$ cat src/rtl/irq_controller_if.sv
// CPU-facing bundle of the interrupt controller: source lines,
// ack handshake, register port and the irq request.
interface irq_controller_if #(
    parameter int NUM_SRC = 8
);
    logic [NUM_SRC-1:0] src;
    logic               irq_ack;
    logic [1:0]         reg_addr;
    logic               reg_wr;
    logic [15:0]        reg_wdata;
    logic [15:0]        reg_rdata;
    logic               irq;

    modport master (
        output src, irq_ack, reg_addr, reg_wr, reg_wdata,
        input  reg_rdata, irq
    );

    modport slave (
        input  src, irq_ack, reg_addr, reg_wr, reg_wdata,
        output reg_rdata, irq
    );
endinterface

$ cat src/rtl/irq_controller.sv
// Edge-capturing, fixed-priority interrupt controller with an
// ack/EOI handshake allowing one interrupt in service at a time.
module irq_controller #(
    parameter int NUM_SRC = 8
) (
    input logic              clk,
    input logic              rst,
    irq_controller_if.slave  bus
);
    localparam logic [1:0] A_MASK  = 2'd0;
    localparam logic [1:0] A_PEND  = 2'd1;
    localparam logic [1:0] A_CAUSE = 2'd2;
    localparam logic [1:0] A_EOI   = 2'd3;

    typedef enum logic {IDLE, SERVICE} state_t;

    state_t             state, state_n;
    logic [NUM_SRC-1:0] src_q;
    logic [NUM_SRC-1:0] pending, pending_n;
    logic [NUM_SRC-1:0] mask;
    logic [NUM_SRC-1:0] act, rise, low_bit;
    logic [3:0]         cause_id, low_id;
    logic               any_act, ack_take, irq_q;
    logic               eoi_wr, mask_wr, pend_wr;

    assign rise    = bus.src & ~src_q;
    assign act     = pending & mask;
    assign any_act = |act;
    assign low_bit = act & (~act + NUM_SRC'(1));
    assign eoi_wr  = bus.reg_wr && (bus.reg_addr == A_EOI);
    assign mask_wr = bus.reg_wr && (bus.reg_addr == A_MASK);
    assign pend_wr = bus.reg_wr && (bus.reg_addr == A_PEND);
    assign bus.irq = irq_q;

    always_comb begin
        low_id = 4'hF;
        for (int i = NUM_SRC - 1; i >= 0; i--) begin
            if (act[i]) low_id = 4'(i);
        end
    end

    // An EOI in the same cycle as an ack always wins over the ack.
    always_comb begin
        state_n  = state;
        ack_take = 1'b0;
        unique case (state)
            IDLE: begin
                if (!eoi_wr && bus.irq_ack && any_act) begin
                    state_n  = SERVICE;
                    ack_take = 1'b1;
                end
            end
            SERVICE: begin
                if (eoi_wr) state_n = IDLE;
            end
            default: state_n = IDLE;
        endcase
    end

    // Clears are applied first so a fresh rise on the same bit survives.
    always_comb begin
        pending_n = pending;
        if (ack_take) pending_n = pending_n & ~low_bit;
        if (pend_wr)  pending_n = pending_n & ~bus.reg_wdata[NUM_SRC-1:0];
        pending_n = pending_n | rise;
    end

    always_ff @(posedge clk or posedge rst) begin
        if (rst) begin
            state <= IDLE;
        end else begin
            state <= state_n;
        end
    end

    always_ff @(posedge clk or posedge rst) begin
        if (rst) begin
            src_q    <= '0;
            pending  <= '0;
            mask     <= '0;
            cause_id <= 4'hF;
            irq_q    <= 1'b0;
        end else begin
            src_q   <= bus.src;
            pending <= pending_n;
            if (mask_wr)  mask     <= bus.reg_wdata[NUM_SRC-1:0];
            if (ack_take) cause_id <= low_id;
            irq_q <= (state == IDLE) && any_act && !bus.irq_ack;
        end
    end

    always_comb begin
        bus.reg_rdata = '0;
        unique case (bus.reg_addr)
            A_MASK:  bus.reg_rdata[NUM_SRC-1:0] = mask;
            A_PEND:  bus.reg_rdata[NUM_SRC-1:0] = pending;
            A_CAUSE: bus.reg_rdata = {state == SERVICE, 11'b0, cause_id};
            A_EOI:   bus.reg_rdata = '0;
            default: bus.reg_rdata = '0;
        endcase
    end
endmodule

$ cat src/flat_wrapper.sv
// flat-port wrapper written by rule: the top's interface ports become plain ports
module irq_controller_flat 
#(
    parameter int NUM_SRC = 8
)
  (clk, rst, bus_src, bus_irq_ack, bus_reg_addr, bus_reg_wr, bus_reg_wdata, bus_reg_rdata, bus_irq);
  irq_controller_if #(.NUM_SRC(NUM_SRC)) bus_i ();
  input logic clk;
  input logic rst;
  input wire logic [$bits(bus_i.src)-1:0] bus_src;
  input wire logic [$bits(bus_i.irq_ack)-1:0] bus_irq_ack;
  input wire logic [$bits(bus_i.reg_addr)-1:0] bus_reg_addr;
  input wire logic [$bits(bus_i.reg_wr)-1:0] bus_reg_wr;
  input wire logic [$bits(bus_i.reg_wdata)-1:0] bus_reg_wdata;
  output wire logic [$bits(bus_i.reg_rdata)-1:0] bus_reg_rdata;
  output wire logic [$bits(bus_i.irq)-1:0] bus_irq;
  assign bus_i.src = bus_src;
  assign bus_i.irq_ack = bus_irq_ack;
  assign bus_i.reg_addr = bus_reg_addr;
  assign bus_i.reg_wr = bus_reg_wr;
  assign bus_i.reg_wdata = bus_reg_wdata;
  assign bus_reg_rdata = bus_i.reg_rdata;
  assign bus_irq = bus_i.irq;
  irq_controller #(.NUM_SRC(NUM_SRC)) u_core (.clk(clk), .rst(rst), .bus(bus_i));
endmodule
$ cat config.mk
export PLATFORM = sky130hd
export DESIGN_NAME = irq_controller_flat
export DESIGN_NICKNAME = d
export VERILOG_FILES = /design/src/rtl/irq_controller_if.sv /design/src/rtl/irq_controller.sv /design/src/flat_wrapper.sv
export SDC_FILE = /design/constraint.sdc
export NUM_CORES = 1
export LEC_CHECK = 0
export ABC_AREA = 1
export BUFFER_PORTS_ARGS = -buffer_cell sky130_fd_sc_hd__buf_2
export CORE_UTILIZATION = 33
export DETAILED_ROUTE_END_ITERATION = 7
export HOLD_SLACK_MARGIN = 0.1
export PLACE_DENSITY = 0.62
export SYNTH_ARGS = -nofsm -noshare
export SYNTH_HDL_FRONTEND = slang
export SYNTH_SLANG_ARGS = --single-unit
$ cat constraint.sdc
create_clock -name clk -period 1.1 [get_ports clk]
set_input_delay 0.22 -clock clk [delete_from_list [all_inputs] [get_ports clk]]
set_output_delay 0.22 -clock clk [all_outputs]
set_load 0.01 [all_outputs]
==> results by group <==
Power
  – Total power draw: approximately 4.3 mW
  – LEAKAGE: ~1.4 nW
  – Cell area power density: roughly 1600 nW/um2
  – Switch share: approximately 32%
  – Peak VDD IR: between 1 and 1.5 mV
  – Switch Pwr: approximately 1.4 mW
  – Pint: between 2 and 3 mW
  – Clock power share: about a fifth
  – Combinational power share: between 40% and 50%
  – Seq pwr share: between 30 and 40%

Timing
  – Final setup margin: -0.277 ns
  – Worst-case hold slack: roughly 0.21 ns
  – Final setup viols: 23
  – Final period util: 125%
  – Setup TNS: -4.24 ns
  – FMAX: around 0.73 GHz
  – Min cycle time layout: 1.38 ns
  – Clk_skew: approximately 0.0067 ns
  – RSZ-0062 raised after global routing: yes
  – Final Hold Fails: 0
  – Max Slew Vio Count: 0

Clock network
  – Clock transition at path regs: around 0.060 ns
  – CTS Buf Count: 5
  – Root Driver: clkbuf_8
  – Worst-skew pair later-pin latency: ~0.29 ns
  – CTS tree: yes
  – Clock sinks: 30
  – CTS Buffer Depth: 2
  – H-Tree Depth: 2

Job
  – Max_cap viols: 0

Final layout
  – Most frequent cells in the layout: nand2_1 (35), buf_4 (33), buf_2 (28)
  – Diode count: 0
  – Fillers: about 400
  – Final net count: 315
  – Commonest non-fill, non-tap cell in the layout: nand2_1
  – Fraction of layout cells with a size suffix above 1: a little over half
  – Final Util: between 50 and 60%
  – Area grow syn2layout: 65.2%

Outcome
  – Outcome: complete, but fails checks
  – Violated checks: design-rule violations, negative setup slack

Floorplanning
  – Starting Density: ~35%
  – Die Footprint: just over 5000 um2
  – # IOs: between 40 and 50
  – Chip height: 71.3 um
  – Chip width: ~70 um
  – Core footprint: 4470 um2
  – # rows: 24

Place
  – Dpl hpwl: between 2000 and 3000 um
  – Final GP Congestion: a little under 0.8
  – Buffers on Ports: 31

Setup path
  – Worst EP required: ~0.88 ns
  – WP buf/inv: 2
  – CP Cell Sequence: inv_2 > o211ai_1 > buf_2
  – Crit. End Element: primary output
  – Arrival @ worst endpoint: between 1 and 1.5 ns
  – Slowest CP cell: dfstp_2
  – Startpoint Class: flip-flop
  – Crit-path max cell delay: roughly 0.53 ns
  – Crit path max fanout: 2
  – WS Path Type: flip-flop to primary output
  – Delay-heaviest family, CP: flip-flops

Route
  – Post-route antenna net violation count: 0
  – Met2 wire length: about 2000 um
  – Routed vias: about 1,500
  – DRC errors left: 5
  – 1st-pass router iterations: 6
  – DRT iter0 DRCs: 72
  – WL final: ~4000 um
  – WL per Instance: roughly 12 um
  – Met1 wire length: ~1800 um
  – Top routing layer in use: met4
  – WL met3: around 150 um
  – Vias/cell: approximately 4.5

Synth
  – Yosys warns: 0
  – Sequential area share after synthesis: between 40% and 50%
  – Post-synthesis cell area: between 1500 and 2000 um2
  – Mapped Cells: roughly 190
  – Syn_area_per_cell: between 8 and 9 um2
  – Synth Register Bits: 30
  – Synth unique cells: 22

GRT
  – Vias in the first global route: roughly 1,500
  – Global-route usage over all layers: 17.7%
  – Total grt overflow: 0
  – First-pass GRT wire length: 6800 um
  – Largest net degree at the start of global routing: 31
  – Initial antenna violation count: 0

Hold path
  – HP Class: input pin to flip-flop
[Yosys cell counts]
master	instances	share of area, %
buf_12	1	1.3
buf_2	1	0.32
nor2_4	3	2.1
inv_1	28	6.6
o21ai_2	4	2.2
buf_4	7	3.3
nor2_1	5	1.2
nand2_2	10	3.9
nand2_1	55	13
conb_1	1	0.24
nand2_4	2	1.4
nand3_1	9	2.8
nand3_4	1	1.1
o21bai_2	5	3.6
a22o_1	4	2.2
o21ai_1	8	2.5
o211ai_1	1	0.47
o21bai_1	3	1.4
inv_2	1	0.24
dfstp_2	4	6.6
dfrtp_1	26	41
o21ai_0	7	2.2
[final cells by class]
class,count,area [um2],share of cell area [%]
multi-input cells,124,812,31.0
clock buffers,6,82.6,3.15
well taps,52,65.1,2.49
flip-flops and latches,30,756,28.9
inverters,29,109,4.16
repair buffers,95,793,30.3
[routing by layer]
layer / up-vias / track usage [%]
li1: 764 / -
met1: 715 / 21.0
met2: 32 / 31.1
met3: 9 / 3.94
met4: 0 / 6.67
met5: - / 0
[power groups by stage]
| stage | sequential (mW) | clock [mW] | combinational (mW) |
|---|---|---|---|
| after floorplan | 1.47 | 0 | 0.737 |
| final | 1.47 | 0.880 | 1.97 |
| after detailed placement | 1.45 | 0 | 1.29 |
| after CTS | 1.46 | 0.901 | 1.77 |
| after global placement | 1.45 | 0 | 1.28 |
| after global routing | 1.48 | 0.936 | 2.15 |
[state kept, by name (all words and copies together) (netlist names)]
signal,cells
u_core.bus.irq,1
u_core.cause_id,4
u_core.mask,8
u_core.pending,8
u_core.src_q,8
u_core.state,1
[through the flow]
stage	instance area (um2)	std cells	worst slack (ns)
2_1_floorplan	1610	192	-0.0551
3_3_place_gp	2030	297	-0.145
3_5_place_dp	2030	297	-0.161
4_1_cts	2510	329	-0.274
5_1_grt	2620	336	-0.305
6_report	2620	336	-0.277
[logic make-up (layout without fill, tap and decap cells)]
logic type,after synthesis,count (layout),share of synthesized area (%)
AND/OR/NAND/NOR,85,85,25.7
buffers and inverters,38,130,11.8
AO/OA/AOI/OAI,32,32,14.6
flip-flops,30,30,47.7
other,1,7,0.237
[timing repair]
action,CTS,global route
resized for setup,47,14
setup buffers,16,8
hold endpoints to repair,35,0
setup endpoints to repair,22,23
hold buffers,10,0
pin swaps,19,11
[path summary, 6_finish.rpt]
kind / cells after the start / startpoint / endpoint / slack (ns)
setup / recovery: 3 / u_core.cause_id[2] / bus_reg_rdata[2] / -0.28
hold / removal: 3 / bus_reg_wdata[4] / u_core.mask[4] / 0.21
setup reg to reg: 8 / u_core.pending[0] / u_core.pending[7] / -0.24
hold reg to reg: 2 / u_core.cause_id[3] / u_core.cause_id[3] / 0.47
max in group asynchronous: 4 / rst / u_core.cause_id[1] / 0.36
min in group asynchronous: 4 / rst / u_core.src_q[1] / 0.51
[worst min-delay path: cells and delay by family]
kind,cells,cell delay (ns)
AOI/OAI and AO/OA,1,0.08
buffers and inverters,2,0.14
Note: power is estimated with default switching activity, not from simulation.
